$ cat config.mk
export PLATFORM = sky130hd
export DESIGN_NAME = mem_arbiter
export DESIGN_NICKNAME = d
export VERILOG_FILES = /design/src/rtl/mem_arbiter.sv
export SDC_FILE = /design/constraint.sdc
export NUM_CORES = 1
export LEC_CHECK = 0
export CORE_MARGIN = 3
export CORE_UTILIZATION = 30
export DETAILED_ROUTE_END_ITERATION = 16
export GPL_ROUTABILITY_DRIVEN = 0
export PLACE_DENSITY = 0.72
export SYNTH_ARGS = -nofsm -noshare
export SYNTH_HDL_FRONTEND = slang
export SYNTH_SLANG_ARGS = --single-unit
$ cat constraint.sdc
create_clock -name clk -period 5.5 [get_ports clk]
set_clock_uncertainty 0.15 [all_clocks]
set_input_delay 0.825 -clock clk [delete_from_list [all_inputs] [get_ports clk]]
set_output_delay 0.825 -clock clk [all_outputs]
set_load 0.03 [all_outputs]
$ cat src/rtl/mem_arbiter.sv
// Two-requester arbiter sharing one single-port RAM between instruction fetch
// and load/store. One access in flight at a time; fixed read latency MEM_LAT.
module mem_arbiter #(
  parameter int unsigned ADDR_W  = 32,
  parameter int unsigned DATA_W  = 32,
  parameter int unsigned MEM_LAT = 1
) (
  input  logic              clk,
  input  logic              rst_n,
  input  logic              if_req,
  input  logic [ADDR_W-1:0] if_addr,
  output logic              if_gnt,
  output logic              if_rvalid,
  output logic [DATA_W-1:0] if_rdata,
  input  logic              d_req,
  input  logic [2:0]        d_we,
  input  logic [ADDR_W-1:0] d_addr,
  input  logic [DATA_W-1:0] d_wdata,
  output logic              d_gnt,
  output logic              d_rvalid,
  output logic [DATA_W-1:0] d_rdata,
  output logic              mem_en,
  output logic [2:0]        mem_we,
  output logic [ADDR_W-1:0] mem_addr,
  output logic [DATA_W-1:0] mem_wdata,
  input  logic [DATA_W-1:0] mem_rdata
);

  localparam int unsigned CNT_W = 3;

  typedef enum logic {IDLE, WAIT} state_t;

  state_t           state;
  logic [CNT_W-1:0] cnt;
  logic             last_d;   // 1: data path owned the most recent grant
  logic             owner_d;  // 1: outstanding read belongs to the data path
  logic             grant_any;
  logic             pick_d;
  logic             d_legal_wr;

  // Arbitration and memory port drive; only IDLE may grant, nothing during reset.
  always_comb begin
    grant_any  = 1'b0;
    pick_d     = 1'b0;
    d_legal_wr = (d_we == 3'b100) || (d_we == 3'b010) || (d_we == 3'b001);
    if_gnt     = 1'b0;
    d_gnt      = 1'b0;
    mem_en     = 1'b0;
    mem_we     = 3'b000;
    mem_addr   = '0;
    mem_wdata  = '0;
    if (rst_n && (state == IDLE)) begin
      grant_any = if_req || d_req;
      pick_d    = (if_req && d_req) ? !last_d : d_req;
    end
    if (grant_any) begin
      mem_en = 1'b1;
      if (pick_d) begin
        d_gnt     = 1'b1;
        mem_addr  = d_addr;
        mem_wdata = d_wdata;
        mem_we    = d_legal_wr ? d_we : 3'b000;
      end else begin
        if_gnt   = 1'b1;
        mem_addr = if_addr;
      end
    end
  end

  // Access tracking, read-latency countdown and registered read return.
  always_ff @(posedge clk or negedge rst_n) begin
    if (!rst_n) begin
      state     <= IDLE;
      cnt       <= '0;
      last_d    <= 1'b1;
      owner_d   <= 1'b0;
      if_rvalid <= 1'b0;
      d_rvalid  <= 1'b0;
      if_rdata  <= '0;
      d_rdata   <= '0;
    end else begin
      if_rvalid <= 1'b0;
      d_rvalid  <= 1'b0;
      case (state)
        IDLE: begin
          if (grant_any) begin
            last_d <= pick_d;
            // Legal writes finish in the grant cycle; everything else is a read.
            if (!(pick_d && d_legal_wr)) begin
              state   <= WAIT;
              owner_d <= pick_d;
              cnt     <= CNT_W'(MEM_LAT);
            end
          end
        end
        WAIT: begin
          cnt <= cnt - CNT_W'(1);
          if (cnt == CNT_W'(1)) begin
            state <= IDLE;
            cnt   <= '0;
            if (owner_d) begin
              d_rdata  <= mem_rdata;
              d_rvalid <= 1'b1;
            end else begin
              if_rdata  <= mem_rdata;
              if_rvalid <= 1'b1;
            end
          end
        end
        default: state <= IDLE;
      endcase
    end
  end

endmodule

==> results list <==
* Result of the run: finished, final reports clean
- Syn_area_per_cell: between 10 and 15 µm²
- The detail route stage leaves a number of antenna-violating nets equal to 0.
- Type of element launching the critical path: primary input
- Net Count, Synth: approximately 400
* Shortest clock period the worst path allows after layout: between 4 and 5 ns
- Netlist area before placement: between 3000 and 4000 µm²
- Layout area overhead: 90.3%
- Total number of placement rows: 38
- In the final routed layout, each cell accounts on average for roughly 19 µm.
- Sorting the synthesized cells by how often they occur yields sky130_fd_sc_hd__dfrtp_1 (71), sky130_fd_sc_hd__mux2_2 (54), sky130_fd_sc_hd__and3_1 (34).
- Across the VDD grid, the largest voltage drop is approximately 0.37 mV.
- The path class of the tightest hold or removal check is flip-flop to flip-flop.
- Of the synthesized area, sequential elements account for about half.
- The first global-routing pass estimated 19200 µm of wire.
- Post-CTS timing repair inserted 0 buffers for setup.
- Global routing consumed, over all layers together, between 10% and 20% of the routing resources.
- The Yosys step of the flow raised 0 warnings.
- Core Region: between 10000 and 15000 µm²
- Number of maximum-capacitance violations: 0
- Number of gates resized after CTS: 0
* Total clock sinks: 72
- Hold violation total from the final report: 0
- The design draws 3.62 mW.
- Top-Level Pins: between 200 and 300
- Layout cell share with drive strength beyond 1: 17.8%
- HPWL after detailed placement: a little over 10000 µm
- Leakage power summed over all cells: 2.82 nW
- Static timing analysis puts the maximum clock frequency at 228 MHz.
* Post-synth EDFFs: 0
- In this run the worst path has a maximum fanout of 38.
* Total vias in the final route: around 3200
- Clock tree from TritonCTS: done
- The number of clock buffers added by TritonCTS is 9.
* Floorplan die area: 12900 µm²
- Cell with the most instances after synthesis: sky130_fd_sc_hd__dfrtp_1
- Distinct cell type count of the synthesized netlist: 32
- STA classifies the critical path endpoint as an output port.
- Final worst-path cycle share: 79.7%
* Post-route insts no fill: roughly 670
- The floorplan step set the die height to about 110 µm.
- Once placement completed, the tool counted placed cells totaling around 660.
* FF+latch count, synth: between 70 and 80
- Fraction of registers with async set or reset after synthesis: 100%
* Final TNS setup: 0 ns
- The die is roughly 110 µm wide.
- Setup violations remaining at the end of the flow were counted as 0.
* First-pass iteration count of the detailed router: 4
* Via count of the first global-routing pass: roughly 3400
- Number of hold-repair buffers added at the cts stage: 0
* Synth Flop Type: sky130_fd_sc_hd__dfrtp_1
- After technology mapping, the gate count stands at between 200 and 300.
* Number of max-slew violations in the final report: 0
* Initial antenna violation count: 0
* Final wirelength: 13000 µm
- Clock-pin slew was measured on the worst setup and hold paths at 0.06 ns.
* Post-synthesis cell type with the largest combined area: sky130_fd_sc_hd__dfrtp_1
- During placement, the flow inserted port buffers numbering 270.
* Pwr per Cell Area: ~550 nW/µm²
* Share of Yosys cell area claimed by the top area cell type: 51.1%
* Root Driver: sky130_fd_sc_hd__clkbuf_16
- Final antenna diode count: 0
* Req. time, crit path: 4.53 ns
* Unrepaired setup endpoints after global routing: false
- In this run the tightest slew margin relative to its limit is between 30% and 40%.
- Global routing finished with a remaining overflow of 0.
* Worst Setup Path Type: primary input to output port
* Remaining design rule violation count: 0
- Final cell utilization of the core: between 50% and 60%
* WHS: about 0.35 ns
* Top post-synthesis cells by area: sky130_fd_sc_hd__dfrtp_1 (51%), sky130_fd_sc_hd__mux2_2 (17%), sky130_fd_sc_hd__a22o_1 (8.3%), sky130_fd_sc_hd__and3_1 (6.1%), sky130_fd_sc_hd__mux2_4 (4.3%)
- Arrival time of data at the critical path endpoint: around 3.4 ns
- No sink is reached through more buffers than the 2 on the longest clock path.
* Initial core utilization: a little under a third
- In the final design database the tool counted roughly 670 nets.
- Measured slew at the worst slew-check pin: roughly 0.9 ns
- Skew-Pair Late Insertion Delay: between 0.3 and 0.4 ns
- Entering global routing, the biggest net connects between 70 and 80 pins.
- DRC violation total after the first TritonRoute iteration: 160
- Using the TritonRoute via totals, the vias-per-cell ratio works out to ~4.8.
* Number of H-tree levels: 3
* Setup slack of the most critical reg-to-reg path: 3.35 ns
[logic make-up after synthesis]
| family | synth area share [%] |
|---|---|
| DFF | 51.8 |
| muxes | 21.8 |
| and+or+nand+nor | 10.3 |
| AOI/OAI and AO/OA | 10.6 |
| buffers and inverters | 4.50 |
| adders and majority gates | 0.719 |
| xor gates and xnor gates | 0.252 |
[worst max-delay path: stages]
cell and delay [ns]:
sky130_fd_sc_hd__clkdlybuf4s50_1 0.52, sky130_fd_sc_hd__a21boi_2 0.17, sky130_fd_sc_hd__buf_4 0.27, sky130_fd_sc_hd__nand2_1 0.15, sky130_fd_sc_hd__inv_2 0.49, sky130_fd_sc_hd__a22o_1 0.27, sky130_fd_sc_hd__clkdlybuf4s50_1 0.70
[through the flow]
stage               setup WS, ns  area (µm²)
floorplan                   2.58        3480
detailed placement          1.15        6270
global placement            1.19        6270
global route               0.998        6620
finish                      1.12        6620
CTS                         1.15        6620
[cells in the final DEF, fill, tap and decap left out, types with 2 or more instances in the layout]
cell type,synthesis,routed
sky130_fd_sc_hd__nand2b_1,4,4
sky130_fd_sc_hd__mux2_4,10,10
sky130_fd_sc_hd__inv_2,2,2
sky130_fd_sc_hd__dfrtp_1,71,71
sky130_fd_sc_hd__o21a_1,2,2
sky130_fd_sc_hd__o21ai_0,4,4
sky130_fd_sc_hd__ha_1,2,2
sky130_fd_sc_hd__clkdlybuf4s50_1,0,268
sky130_fd_sc_hd__buf_4,2,6
sky130_fd_sc_hd__nand3_1,3,3
sky130_fd_sc_hd__nor2_1,2,2
sky130_fd_sc_hd__bufinv_16,0,3
sky130_fd_sc_hd__and3_1,34,34
sky130_fd_sc_hd__inv_6,0,3
sky130_fd_sc_hd__nor2b_1,3,3
sky130_fd_sc_hd__nand2_1,2,2
sky130_fd_sc_hd__mux2_2,54,54
sky130_fd_sc_hd__inv_1,4,4
sky130_fd_sc_hd__clkbuf_16,0,9
sky130_fd_sc_hd__a22o_1,33,33
[path summary, 6_finish.rpt]
path                                         from                 endpoint  cells after the start
max                                         d_req             mem_addr[19]                      7
min                        d_rdata[5]$_DFFE_PN0P_   d_rdata[5]$_DFFE_PN0P_                      1
max reg2reg                    cnt[1]$_DFFE_PN0P_  d_rdata[31]$_DFFE_PN0P_                      5
min reg2reg                d_rdata[5]$_DFFE_PN0P_   d_rdata[5]$_DFFE_PN0P_                      1
max in group asynchronous                   rst_n  d_rdata[18]$_DFFE_PN0P_                      2
min in group asynchronous                   rst_n  d_rdata[26]$_DFFE_PN0P_                      2
[per-layer routing]
metal	GRT usage, %	vias to the layer above	share of wire [%]
li1	-	1499	-
met4	9.21	0	3.9
met5	0	-	0
met2	35.4	156	53
met3	5.04	24	7.4
met1	20.8	1538	35
[layout make-up]
class                      count  area [µm²]
clock buffer                   9         225
clock inverter                 7         125
fill                         929        4460
inverter                       6        22.5
multi-input combinational    165        1520
sequential                    72        1800
tap                          140         175
timing repair buffer         275        2750
[registers in the layout, summed over array words and instances (netlist names)]
name / cells
d_rdata: 32
state: 1
if_rdata: 32
cnt: 3
last_d: 1
owner_d: 1
if_rvalid: 1
d_rvalid: 1
[where the power goes]
| group | total, mW | internal (mW) | switching [mW] |
|---|---|---|---|
| clock | 0.678 | 0.449 | 0.229 |
| sequential | 0.952 | 0.802 | 0.150 |
| combinational | 1.99 | 0.946 | 1.04 |
| total | 3.62 | 2.20 | 1.42 |
Note: power is estimated with default switching activity, not from simulation.
